[config.mk]
export PLATFORM = sky130hd
export DESIGN_NAME = cordic_out_stage_flat
export DESIGN_NICKNAME = d
export VERILOG_FILES = /design/src/rtl/cordic_out_stage_pkg.sv /design/src/rtl/cordic_out_stage_if.sv /design/src/rtl/cordic_out_stage_gain_comp.sv /design/src/rtl/cordic_out_stage.sv /design/src/flat_wrapper.sv
export SDC_FILE = /design/constraint.sdc
export NUM_CORES = 1
export LEC_CHECK = 0
export ABC_AREA = 1
export CAP_MARGIN = 20
export CELL_PAD_IN_SITES_DETAIL_PLACEMENT = 0
export CELL_PAD_IN_SITES_GLOBAL_PLACEMENT = 1
export CORE_AREA = 5 5 153 155
export CTS_BUF_LIST = sky130_fd_sc_hd__clkbuf_8
export CTS_CLUSTER_DIAMETER = 150
export DETAILED_ROUTE_END_ITERATION = 12
export DIE_AREA = 0 0 158 160
export GPL_TIMING_DRIVEN = 0
export PLACE_DENSITY = 0.84
export REMOVE_ABC_BUFFERS = 1
export SYNTH_ARGS = -nofsm -noshare
export SYNTH_HDL_FRONTEND = slang
export SYNTH_SLANG_ARGS = --single-unit
[constraint.sdc]
create_clock -name clk -period 3.3 [get_ports clk]
set_input_delay 0.66 -clock clk [delete_from_list [all_inputs] [get_ports clk]]
set_output_delay 0.66 -clock clk [all_outputs]
set_load 0.02 [all_outputs]
[src/rtl/cordic_out_stage_pkg.sv]
// Shared constants for the CORDIC output stage: data width, FIFO depth,
// quadrant codes and the shift/sign list that approximates the CORDIC gain K.
package cordic_pkg;

  localparam int W     = 16;
  localparam int DEPTH = 4;

  localparam logic [1:0] Q_NONE = 2'b00;
  localparam logic [1:0] Q_NEG  = 2'b01;
  localparam logic [1:0] Q_P90  = 2'b10;
  localparam logic [1:0] Q_M90  = 2'b11;

  // K ~= 2^-1 + 2^-3 - 2^-6 - 2^-9 - 2^-13
  localparam int GAIN_TERMS = 5;
  localparam int GAIN_SHIFT [GAIN_TERMS] = '{1, 3, 6, 9, 13};
  localparam bit GAIN_NEG   [GAIN_TERMS] = '{1'b0, 1'b0, 1'b1, 1'b1, 1'b1};

endpackage

[src/rtl/cordic_out_stage_if.sv]
// Result path of the CORDIC output stage: upstream capture inputs plus the
// valid/ready consumer side and status flags.
interface cordic_out_stage_if #(parameter int W = cordic_pkg::W);

  logic                wen_in;
  logic signed [W-1:0] XM_in;
  logic signed [W-1:0] YM_in;
  logic [9:0]          index_cor_in;
  logic signed [W-1:0] X_out;
  logic signed [W-1:0] Y_out;
  logic                valid_out;
  logic                ready_in;
  logic                afull;
  logic                overflow;

  modport master (
    output wen_in, XM_in, YM_in, index_cor_in, ready_in,
    input  X_out, Y_out, valid_out, afull, overflow
  );

  modport slave (
    input  wen_in, XM_in, YM_in, index_cor_in, ready_in,
    output X_out, Y_out, valid_out, afull, overflow
  );

endinterface

[src/rtl/cordic_out_stage_gain_comp.sv]
// Combinational CORDIC gain compensation for one operand (shift-add by K).
// With CORDIC_GAIN_COMP_EN undefined the operand is only sign-extended.
module gain_comp
  import cordic_pkg::*;
#(
  parameter int W = cordic_pkg::W
) (
  input  logic signed [W-1:0] d_i,
  output logic signed [W+1:0] q_o
);

  logic signed [W+1:0] ext;
  assign ext = {{2{d_i[W-1]}}, d_i};

`ifdef CORDIC_GAIN_COMP_EN
  // Two guard bits keep the partial sums from wrapping before the final term.
  logic signed [W+1:0] acc [GAIN_TERMS+1];
  assign acc[0] = '0;

  for (genvar gi = 0; gi < GAIN_TERMS; gi++) begin : g_term
    if (GAIN_NEG[gi]) begin : g_sub
      assign acc[gi+1] = acc[gi] - (ext >>> GAIN_SHIFT[gi]);
    end else begin : g_add
      assign acc[gi+1] = acc[gi] + (ext >>> GAIN_SHIFT[gi]);
    end
  end

  assign q_o = acc[GAIN_TERMS];
`else
  assign q_o = ext;
`endif

endmodule

[src/rtl/cordic_out_stage.sv]
// CORDIC output stage: gain compensation, quadrant restore and a show-ahead
// result FIFO with almost-full/overflow flags. Gain multiply via CORDIC_GAIN_COMP_EN.
module cordic_out_stage
  import cordic_pkg::*;
#(
  parameter int W     = cordic_pkg::W,
  parameter int DEPTH = cordic_pkg::DEPTH
) (
  input  logic               clk,
  input  logic               reset,
  cordic_out_stage_if.slave  bus
);

  localparam int PW = $clog2(DEPTH);
  localparam int XW = W + 2;
  typedef logic signed [XW-1:0] ext_t;

  localparam ext_t           SAT_MAX   = ext_t'((2 ** (W - 1)) - 1);
  localparam ext_t           SAT_MIN   = -SAT_MAX - ext_t'(1);
  localparam logic [PW:0]    CNT_FULL  = DEPTH[PW:0];
  localparam logic [PW:0]    CNT_AFULL = CNT_FULL - 1'b1;

  function automatic logic signed [W-1:0] sat(input ext_t v);
    if (v > SAT_MAX) return SAT_MAX[W-1:0];
    if (v < SAT_MIN) return SAT_MIN[W-1:0];
    return v[W-1:0];
  endfunction

  // Stage 1: gain compensation, captured on wen_in
  ext_t       xg, yg;
  ext_t       x1_q, y1_q;
  logic [1:0] quad1_q;
  logic       v1_q;

  gain_comp #(.W(W)) u_gain_x (.d_i(bus.XM_in), .q_o(xg));
  gain_comp #(.W(W)) u_gain_y (.d_i(bus.YM_in), .q_o(yg));

  always_ff @(posedge clk or negedge reset) begin
    if (!reset) begin
      v1_q    <= 1'b0;
      x1_q    <= '0;
      y1_q    <= '0;
      quad1_q <= Q_NONE;
    end else begin
      v1_q <= bus.wen_in;
      if (bus.wen_in) begin
        x1_q    <= xg;
        y1_q    <= yg;
        quad1_q <= bus.index_cor_in[9:8];
      end
    end
  end

  // Low direction bits are consumed upstream; only the quadrant code matters here.
  logic unused_dir;
  assign unused_dir = ^bus.index_cor_in[7:0];

  // Stage 2: undo the quadrant fold with saturating negation
  logic signed [W-1:0] x2_d, y2_d, x2_q, y2_q;
  logic                v2_q;

  always_comb begin
    x2_d = sat(x1_q);
    y2_d = sat(y1_q);
    case (quad1_q)
      Q_NEG: begin
        x2_d = sat(-x1_q);
        y2_d = sat(-y1_q);
      end
      Q_P90: begin
        x2_d = sat(-y1_q);
        y2_d = sat(x1_q);
      end
      Q_M90: begin
        x2_d = sat(y1_q);
        y2_d = sat(-x1_q);
      end
      default: ;
    endcase
  end

  always_ff @(posedge clk or negedge reset) begin
    if (!reset) begin
      v2_q <= 1'b0;
      x2_q <= '0;
      y2_q <= '0;
    end else begin
      v2_q <= v1_q;
      if (v1_q) begin
        x2_q <= x2_d;
        y2_q <= y2_d;
      end
    end
  end

  // Result FIFO
  logic [W-1:0]  mem_x [DEPTH];
  logic [W-1:0]  mem_y [DEPTH];
  logic [PW-1:0] wr_ptr_q, wr_ptr_d, rd_ptr_q, rd_ptr_d;
  logic [PW:0]   count_q, count_d;
  logic          afull_q, overflow_q;
  logic          valid, full, pop, wr_en, drop;

  assign valid = (count_q != '0);
  assign full  = (count_q == CNT_FULL);
  assign pop   = valid && bus.ready_in;
  // A pop frees the slot a same-cycle push needs, even when full.
  assign wr_en = v2_q && (!full || pop);
  assign drop  = v2_q && full && !pop;

  always_comb begin
    wr_ptr_d = wr_ptr_q;
    rd_ptr_d = rd_ptr_q;
    count_d  = count_q;
    if (wr_en) wr_ptr_d = wr_ptr_q + 1'b1;
    if (pop)   rd_ptr_d = rd_ptr_q + 1'b1;
    if (wr_en && !pop)      count_d = count_q + 1'b1;
    else if (!wr_en && pop) count_d = count_q - 1'b1;
  end

  always_ff @(posedge clk or negedge reset) begin
    if (!reset) begin
      wr_ptr_q   <= '0;
      rd_ptr_q   <= '0;
      count_q    <= '0;
      afull_q    <= 1'b0;
      overflow_q <= 1'b0;
    end else begin
      wr_ptr_q   <= wr_ptr_d;
      rd_ptr_q   <= rd_ptr_d;
      count_q    <= count_d;
      afull_q    <= (count_d >= CNT_AFULL);
      overflow_q <= overflow_q | drop;
    end
  end

  always_ff @(posedge clk) begin
    if (wr_en) begin
      mem_x[wr_ptr_q] <= x2_q;
      mem_y[wr_ptr_q] <= y2_q;
    end
  end

  assign bus.valid_out = valid;
  assign bus.X_out     = valid ? mem_x[rd_ptr_q] : '0;
  assign bus.Y_out     = valid ? mem_y[rd_ptr_q] : '0;
  assign bus.afull     = afull_q;
  assign bus.overflow  = overflow_q;

endmodule

[src/flat_wrapper.sv]
// flat-port wrapper written by rule: the top's interface ports become plain ports
module cordic_out_stage_flat import cordic_pkg::*;
#(
  parameter int W     = cordic_pkg::W,
  parameter int DEPTH = cordic_pkg::DEPTH
)
  (clk, reset, bus_wen_in, bus_XM_in, bus_YM_in, bus_index_cor_in, bus_ready_in, bus_X_out, bus_Y_out, bus_valid_out, bus_afull, bus_overflow);
  cordic_out_stage_if #(.W(W)) bus_i ();
  input  logic clk;
  input  logic reset;
  input wire logic [$bits(bus_i.wen_in)-1:0] bus_wen_in;
  input wire logic [$bits(bus_i.XM_in)-1:0] bus_XM_in;
  input wire logic [$bits(bus_i.YM_in)-1:0] bus_YM_in;
  input wire logic [$bits(bus_i.index_cor_in)-1:0] bus_index_cor_in;
  input wire logic [$bits(bus_i.ready_in)-1:0] bus_ready_in;
  output wire logic [$bits(bus_i.X_out)-1:0] bus_X_out;
  output wire logic [$bits(bus_i.Y_out)-1:0] bus_Y_out;
  output wire logic [$bits(bus_i.valid_out)-1:0] bus_valid_out;
  output wire logic [$bits(bus_i.afull)-1:0] bus_afull;
  output wire logic [$bits(bus_i.overflow)-1:0] bus_overflow;
  assign bus_i.wen_in = bus_wen_in;
  assign bus_i.XM_in = bus_XM_in;
  assign bus_i.YM_in = bus_YM_in;
  assign bus_i.index_cor_in = bus_index_cor_in;
  assign bus_i.ready_in = bus_ready_in;
  assign bus_X_out = bus_i.X_out;
  assign bus_Y_out = bus_i.Y_out;
  assign bus_valid_out = bus_i.valid_out;
  assign bus_afull = bus_i.afull;
  assign bus_overflow = bus_i.overflow;
  cordic_out_stage #(.W(W), .DEPTH(DEPTH)) u_core (.clk(clk), .reset(reset), .bus(bus_i));
endmodule
Yosys cells after proc, flatten, opt, wreduce, memory -nomap -nowiden
Memory sizes are Yosys's and may differ from the RTL's.
Index checks and enable logic that the tools add are counted.
{ "totals": {"reg_bits": 77, "mem_bits_rw": 128, "in_bits": 46, "output_inout_bits": 35, "wordCells": 105, "memories": 2} }
{ "mem_list": {"columns": ["memory", "depth", "word_bits", "read_ports", "rd_clocked_by_memory_dff", "write_ports", "line_no", "text"], "rows": [
  ["u_core.mem_x", 4, 16, 1, 0, 1, "cordic_out_stage.sv:97", "logic [W-1:0] mem_x [DEPTH];"],
  ["u_core.mem_y", 4, 16, 1, 0, 1, "cordic_out_stage.sv:98", "logic [W-1:0] mem_y [DEPTH];"]
]} }
{ "op_classes": {"addsub": 6, "magnitude_cmp": 9, "n_eq_ne": 4, "n_mux": 60, "bitwise_logic": 1, "n_reduce_logical": 11} }
{ "ops": {"columns": ["cell", "count"], "rows": [
  ["$mux W16", 26],
  ["$pmux W16 S3", 2],
  ["$gt A18 B16 Y1 const B", 2],
  ["$lt A18 B16 Y1 const B", 2],
  ["$neg A16 Y18", 2],
  ["$gt A16 B16 Y1 const B", 2],
  ["$lt A16 B16 Y1 const B", 2],
  ["$mux W1", 30],
  ["$logic_and A1 B1 Y1", 6],
  ["$mux W3", 2],
  ["$add A2 B1 Y2 const B", 2],
  ["$eq A2 B2 Y1 const B", 2],
  ["$add A3 B1 Y3 const B", 1],
  ["$eq A3 B3 Y1 const B", 1],
  ["$ge A3 B2 Y1 const B", 1],
  ["$logic_not A1 Y1", 3],
  ["$reduce_bool A3 Y1", 1],
  ["$sub A3 B1 Y3 const B", 1],
  ["$eq A2 B1 Y1 const B", 1],
  ["$logic_or A1 B1 Y1", 1],
  ["$or A1 B1 Y1", 1]
]} }

Logic depth before layout (Yosys ltp)
Gate-level depths: netlist of the first run.
{ "depth": {"depth_word": 9, "ltp_mapped": 13, "ltp_nobuf": 13} }

By module
Synthesis of the first run repeated with hierarchy kept, for this count alone.
{ "hier_totals": {"hier_cells": 1238, "hier_area_um2": 10691.5} }
{ "by_module_without_submodules": {"columns": ["module", "instances", "cells_each", "area_per_inst_um2", "seq_area_each_um2"], "rows": [
  ["cordic_out_stage", 1, 1202, 10421.2, 5870.6],
  ["gain_comp", 2, 18, 135.1, 0.0]
]} }

Least setup slack after synthesis of the first run
OpenSTA, ideal clock, no wires.
{ "synth_path": {"kind": "register -> register", "start": "reg u_core.count_q[0]", "end": "mem u_core.mem_x[0][0], enable pin", "setup_time_ns": 0.421, "arrival_time_ns": 2.458, "required_ns": 2.879, "path_slack_ns": 0.421, "stages_incl_launch_ff": 8, "path_buffers": 0, "synth_period_minus_slack_ns": 2.879, "cell_sequence": "dfrtp_1 -> inv_1 -> ha_1 -> nand2_1 -> nor2_1 -> nor2_1 -> inv_1 -> nor2_1"} }
{ "synth_between": {"elab_chain_len": 6, "elab_cells_between_ends": 8} }
{ "synth_rtl": {"columns": ["element", "line_no", "text"], "rows": [
  ["from (decl)", "cordic_out_stage.sv:100", "logic [PW:0] count_q, count_d;"],
  ["from (signal assigned)", "cordic_out_stage.sv:131", "count_q <= count_d;"],
  ["$eq A3 B3 Y1 / $reduce_bool A3 Y1 (equally long branches)", "cordic_out_stage.sv:105, cordic_out_stage.sv:104", null],
  ["$logic_not A1 Y1 / $logic_and A1 B1 Y1 (equally long branches)", "cordic_out_stage.sv:108, cordic_out_stage.sv:106", null],
  ["$logic_or A1 B1 Y1 (*)", "cordic_out_stage.sv:108", "assign wr_en = v2_q && (!full || pop);"],
  ["$logic_and A1 B1 Y1 (*)", "cordic_out_stage.sv:108", null],
  ["$mux W1 (*)", "cordic_out_stage.sv:138", "if (wr_en) begin"],
  ["$mux W1 (not written as such) (*)", "cordic_out_stage.sv:139", "mem_x[wr_ptr_q] <= x2_q;"],
  ["to (decl)", "cordic_out_stage.sv:97", null]
]} }
Mark *: on every way between the ends. The rest lies on a longest branch, timed or not.

Final worst setup path of the first run
{ "layout_path": {"start": "reg u_core.rd_ptr_q[1]", "end": "out bus_X_out[4]"} }
{ "layout_between": {"elab_chain_len": 2} }
{ "layout_rtl": {"columns": ["element", "line_no", "text"], "rows": [
  ["from (decl)", "cordic_out_stage.sv:99", "logic [PW-1:0] wr_ptr_q, wr_ptr_d, rd_ptr_q, rd_ptr_d;"],
  ["from (signal assigned)", "cordic_out_stage.sv:130", "rd_ptr_q <= rd_ptr_d;"],
  ["$mem_v2 Z4 W16", null, null],
  ["$mux W16", "cordic_out_stage.sv:145", "assign bus.X_out = valid ? mem_x[rd_ptr_q] : '0;"],
  ["to (decl)", "flat_wrapper.sv:16", "output wire logic [$bits(bus_i.X_out)-1:0] bus_X_out;"]
]} }
Every way passes these cells.

==> results of run 1 <==
repair_timing:
action | in CTS | in global routing
resized for setup | 10 | 10
endpoints found under the setup margin | 32 | 31
setup buffers | 3 | 3
pin swaps | 0 | 1
sequential cells by signal, indices dropped and copies added (netlist names):
name,cells
u_core.x2_q,16
u_core.wr_ptr_q,2
u_core.mem_x,64
u_core.bus.afull,1
u_core.quad1_q,2
u_core.bus.overflow,1
u_core.v1_q,1
u_core.count_q,3
u_core.y2_q,16
u_core.x1_q,16
u_core.mem_y,64
u_core.rd_ptr_q,2
u_core.y1_q,16
u_core.v2_q,1
worst max path at each step:
stage	startpoint	endpoint	slack (ns)	cells past startpoint
floorplan	u_core.rd_ptr_q[0]$_DFFE_PN0P_	bus_X_out[0]	0.27	3
global placement	u_core.rd_ptr_q[0]$_DFFE_PN0P_	bus_Y_out[13]	-1.70	4
detailed placement	u_core.rd_ptr_q[0]$_DFFE_PN0P_	bus_Y_out[13]	-0.18	5
CTS	u_core.count_q[0]$_DFF_PN0_	bus_Y_out[10]	0.007	7
global route	u_core.rd_ptr_q[1]$_DFFE_PN0P_	bus_Y_out[11]	0.01	7
finish	u_core.rd_ptr_q[1]$_DFFE_PN0P_	bus_X_out[4]	0.18	7
cells in the final DEF, fill, tap and decap left out, types with 5 or more instances in the layout:
master           Yosys  layout
a21oi_1             68      68
buf_12               1       6
buf_16               0       7
buf_4                1       5
clkbuf_8             0      36
clkdlybuf4s50_1      0      59
clkinv_1             3       7
clkinv_2             1       5
dfrtp_1             77      75
dlymetal6s2s_1       0       9
edfxtp_1           128     128
ha_1                 9       9
inv_1               58      68
inv_2                9       8
nand2_1            261     261
nand2_2             13      13
nand3_1             48      48
nand4_1              5       5
nor2_1             172     166
nor2_2              11      11
nor2_4               3       9
o21ai_0            132     132
o21ai_1              9       9
xor2_1              25      25
layer usage:
metal,vias to the layer above,track usage
li1,3762,-
met1,3614,0.267
met2,202,0.315
met3,31,0.0217
met4,0,0.0520
met5,-,0
through the flow:
step | utilization | std cells | hold slack, ns | instance area [um^2] | power [mW]
final | 0.542 | 1471 | 0.0887 | 11800 | 9.32
after global routing | 0.542 | 1471 | 0.104 | 11800 | 9.91
after CTS | 0.539 | 1467 | 0.0815 | 11700 | 9.37
after detailed placement | 0.507 | 1407 | 0.385 | 11000 | 7.22
after global placement | 0.493 | 1396 | 0.374 | 10700 | 6.93
after floorplan | - | 1044 | 0.364 | 9620 | 5.55
final cells by class:
cell class | instances | area, um^2
well taps | 280 | 350
clock buffers | 36 | 495
inverters | 71 | 288
flip-flops and latches | 205 | 5780
multi-input cells | 768 | 3630
fillers | 1942 | 9930
repair buffers | 90 | 1090
clock inverters | 21 | 136
critical path: stages, from the launching register on:
cell and delay [ns]:
dfrtp_4 0.44, buf_16 0.16, clkinvlp_4 0.13, buf_4 0.20, nor2_1 0.10, o21ai_0 0.09, a21oi_1 0.14, clkdlybuf4s50_1 0.63
power by group through the flow:
stage / Sequential [mW] / Clock [mW] / Combinational (mW)
after global routing: 3.63 / 2.26 / 4.02
after CTS: 3.62 / 2.13 / 3.63
after floorplan: 3.69 / 0 / 1.86
after detailed placement: 3.71 / 0 / 3.51
final: 3.59 / 2.07 / 3.66
after global placement: 3.83 / 0 / 3.10
kinds of logic (layout without fill, tap and decap cells):
logic type,after synthesis,after routing,share of synthesized area
and+or+nand+nor,521,521,0.220
AOI/OAI and AO/OA,213,213,0.109
DFF,205,205,0.585
buffers and inverters,124,218,0.0521
xor gates and xnor gates,25,25,0.0222
adders and majority gates,9,9,0.0114
==> impl_metrics.yaml, run 1 <==
floorplan:
  fp.dieH_um: 160
  die_area_um2: 25300
  coreArea_um2: 21700
  num_rows: 54
  pin_count: 81
  initial_core_util: 0.455
  die_w_um: 158
placement:
  dp_hpwl_mm: 16.7
  port_buffers: 72
  dp_slack_ns: -0.176
  gp_congestion: 0.870
route:
  dr_wl_met2_mm: 12.0
  dr.pass1.iters: 5
  routed.top_layer: "met4"
  drc: 0
  avgRoutedWirePerCell_um: 16.5
  vias: 7609
  routed-wl-met3_mm: 1.28
  totalWireLength_mm: 24.2
  antenna_left: 0
  drt_iter0_drc: 535
  wirelength_met1_mm: 10.6
  vias_per_cell: 5.17
cts:
  cts_buffer_depth: 3
  insertion_delay_ns: 0.55
  clock_sinks: 205
  cts_made_buffers: 31
  cts_hold_buf: 0
  cts_root_buf: "clkbuf_8"
  cts_tree: "done"
  clkTransAtPathRegs_ns: 0.06
  h-tree-depth: 1
finish:
  area.growth.synth_to_final_pct: 19.2
  drive_gt1_frac: 0.0966
  antennaDiodeCount: 0
  finalNetCount: 1222
logic_synthesis:
  postSynthCellCount: 1097
  synth_top_area_share: 0.390
  synthesis.area_um2: 9870
  netlist_top_cells_area: "edfxtp_1 39%, dfrtp_1 20%, nand2_1 9.9%, o21ai_0 6.7%, nor2_1 6.5%"
  ys.flop_type: "edfxtp_1"
  ys_types: 32
  synthMostInstantiatedCell: "nand2_1"
  synthArstFlopShare: 0.376
  yosys.area.top_type: "edfxtp_1"
  synth.avg_cell_area_um2: 8.99
  yosysSeqAreaShare: 0.585
  synth_seq_cells: 205
  synth_commonest_cells: "261 x nand2_1, 172 x nor2_1, 132 x o21ai_0, 128 x edfxtp_1, 77 x dfrtp_1"
  synth_edf_count: 128
  ys_warn_count: 0
sta:
  tightest_slew_ns: 1.04
  rsz0062_at_grt: "no"
  finalClockSkew_ns: 0.0137
  finalCriticalPeriod_ns: 3.12
  tns_ns: 0
  fin_crit_sh: 0.944
  setup_viol: 0
  slew_violations: 0
  hold_viol_final: 0
  max-slew-margin-rel: 0.309
  layout_setup_ws_ns: 0.183
  fmax_ghz: 0.321
setup_path:
  worst-path-max-fanout: 20
  reg2reg_slack_ns: 0.34
  cp.arrival_ns: 2.46
  worstSetupPathType: "register to output port"
  reg2reg_from: "u_core.quad1_q[0]$_DFFE_PN0P_"
  required_ns: 2.64
  r2r_cells: 7
  startpoint_type: "register"
  worstReg2RegEnd: "u_core.x2_q[2]$_DFFE_PN0P_"
  critPathCaptureType: "output port"
global_routing:
  antenna_found_initial: 0
  grt_max_degree: 65
  grt_pass1_vias: 7409
  grt-ovfl-total: 0
  grt_pass1_wl_mm: 38.9
  grt_usage: 0.190
pwr:
  pwr-share-seq: 0.385
  powerDensity_nw_per_um2: 793
  p_sw_mw: 3.37
  p_leak_nw: 4.97
  ir_worst_vdd_mv: 0.360
  p_comb_frac: 0.393
  power.internal_mw: 5.96
  clkPwrFrac: 0.222
  sw_frac_of_total: 0.361
run:
  drv_cap: 0
min_path:
  worstHoldPathType: "input pin to asynchronous set/reset pin"
status:
  status: "complete, no violations"
Note: power is estimated with default switching activity, not from simulation.
==> inputs of run 2 (changes only) <==
Settings changed: HOLD_SLACK_MARGIN set to 0.1.
==> run 2 against run 1 <==
Effect of this change:
- first-iteration DRC count up 8.2%
- critical path depth unchanged
- cell area about the same
- register-to-register slack about the same
- critical path type unchanged
- largest power group unchanged
==> impl_metrics.yaml, run 2 (same netlist as run 1, synthesis figures left out) <==
global_routing:
  grt_pass1_wl_mm: 38.9
  antenna_found_initial: 0
  grt_pass1_vias: 7412
  grt-ovfl-total: 0
  grt_max_degree: 65
  grt_usage: 0.190
sta:
  tightest_slew_ns: 1.02
  max-slew-margin-rel: 0.318
  finalCriticalPeriod_ns: 3.13
  finalClockSkew_ns: 0.0145
  rsz0062_at_grt: "no"
  hold_viol_final: 0
  fmax_ghz: 0.320
  setup_viol: 0
  slew_violations: 0
  fin_crit_sh: 0.947
  holdWs_ns: 0.394
finish:
  drive_gt1_frac: 0.0965
  final-instance-count-excl-fill: 1472
  antennaDiodeCount: 0
  final_area_um2: 11800
  layout_commonest_cell: "nand2_1"
  finalNetCount: 1223
  layout_common_cells: "261 x nand2_1, 166 x nor2_1, 132 x o21ai_0, 128 x edfxtp_1, 75 x dfrtp_1"
  area.growth.synth_to_final_pct: 19.3
  biggestRegsByFlops: "u_core.mem_x: 64 flops, u_core.mem_y: 64 flops"
  fillers: 1941
floorplan:
  coreArea_um2: 21700
  num_rows: 54
  die_w_um: 158
  pin_count: 81
  initial_core_util: 0.455
  fp.dieH_um: 160
  die_area_um2: 25300
setup_path:
  worstReg2RegEnd: "u_core.x2_q[2]$_DFFE_PN0P_"
  worst-path-max-fanout: 24
  critPathCaptureType: "output port"
  r2r_cells: 7
  required_ns: 2.64
  startpoint_type: "register"
  reg2reg_slack_ns: 0.33
  cp.arrival_ns: 2.47
  worstSetupPathType: "register to output port"
  crit_end: "bus_X_out[0]"
  reg2reg_from: "u_core.quad1_q[0]$_DFFE_PN0P_"
  startpoint: "u_core.rd_ptr_q[1]$_DFFE_PN0P_"
route:
  antenna_left: 0
  avgRoutedWirePerCell_um: 16.5
  drt_iter0_drc: 579
  vias_per_cell: 5.19
  dr.pass1.iters: 5
  vias: 7635
  drc: 0
  totalWireLength_mm: 24.2
pwr:
  p_leak_nw: 4.98
  powerDensity_nw_per_um2: 792
  ir_worst_vdd_mv: 0.360
cts:
  h-tree-depth: 1
  clkTransAtPathRegs_ns: 0.06
  cts_tree: "done"
  cts_root_buf: "clkbuf_8"
  cts_made_buffers: 31
  clock_sinks: 205
  insertion_delay_ns: 0.55
  cts_buffer_depth: 3
placement:
  gp_congestion: 0.870
  dp_cells: 1407
  dp_hpwl_mm: 16.7
  port_buffers: 72
  placed_cell_area_um2: 11000
run:
  drv_cap: 0
status:
  status: "complete, no violations"
min_path:
  worstHoldPathType: "register to register"
run 2: cell types whose count changed in the layout (fill, tap and decap cells not counted), sizes merged:
cell | previous run | this run
dlygate4sd3 | 0 | 1
run 2: timing repair:
| item | in CTS | in global routing |
|---|---|---|
| hold buffers | 1 | 0 |
| gates resized for setup | 10 | 10 |
| endpoints found under the setup margin | 32 | 31 |
| endpoints found under the hold margin | 31 | 0 |
| setup buffers | 3 | 3 |
| pin swaps | 0 | 1 |
| cloned | 0 | 0 |
run 2: power breakdown:
part	switching, mW	leakage [nW]	internal [mW]
registers	0.250	2.11	3.33
logic	2.19	2.50	1.48
clock network	0.931	0.368	1.15
total	3.37	4.98	5.96
run 2: layout make-up:
type | instances | area [um^2] | share of cell area
Sequential cell | 205 | 5780 | 0.491
Multi-Input combinational cell | 768 | 3630 | 0.308
Timing Repair Buffer | 91 | 1100 | 0.0932
Clock buffer | 36 | 495 | 0.0421
Tap cell | 280 | 350 | 0.0298
Inverter | 71 | 288 | 0.0244
Clock inverter | 21 | 136 | 0.0116
run 2: worst min-delay path by stage:
stage | from | endpoint | slack, ns | cells after the start
floorplan | reset | u_core.bus.afull$_DFF_PN0_ | 0.36 | 0
global placement | u_core.v1_q$_DFF_PN0_ | u_core.v2_q$_DFF_PN0_ | 0.37 | 0
detailed placement | u_core.v1_q$_DFF_PN0_ | u_core.v2_q$_DFF_PN0_ | 0.38 | 0
CTS | u_core.v1_q$_DFF_PN0_ | u_core.v2_q$_DFF_PN0_ | 0.40 | 0
global route | u_core.v1_q$_DFF_PN0_ | u_core.v2_q$_DFF_PN0_ | 0.40 | 0
finish | u_core.v1_q$_DFF_PN0_ | u_core.v2_q$_DFF_PN0_ | 0.39 | 0
run 2: per-layer routing:
metal,share of wire,vias up,global-route usage
met5,0,-,0
met4,0.016,0,0.0520
met3,0.058,33,0.0217
met2,0.49,218,0.315
met1,0.43,3614,0.267
li1,-,3770,-
run 2: metrics by stage:
stage,total power [mW],util,TNS (ns),worst slack (ns)
final,9.33,0.543,0,0.174
after global routing,9.91,0.543,0,0.0124
after CTS,9.37,0.539,0,0.00732
after detailed placement,7.22,0.507,-2.19,-0.176
after global placement,6.93,0.493,-311.68,-1.70
after floorplan,5.55,-,0,0.274
run 2: critical path, stage by stage (launching register included):
cell             delay, ns
dfrtp_4               0.44
buf_16                0.17
clkinvlp_4            0.13
buf_16                0.18
nor2_1                0.10
o21ai_0               0.08
a21oi_1               0.17
clkdlybuf4s50_1       0.63
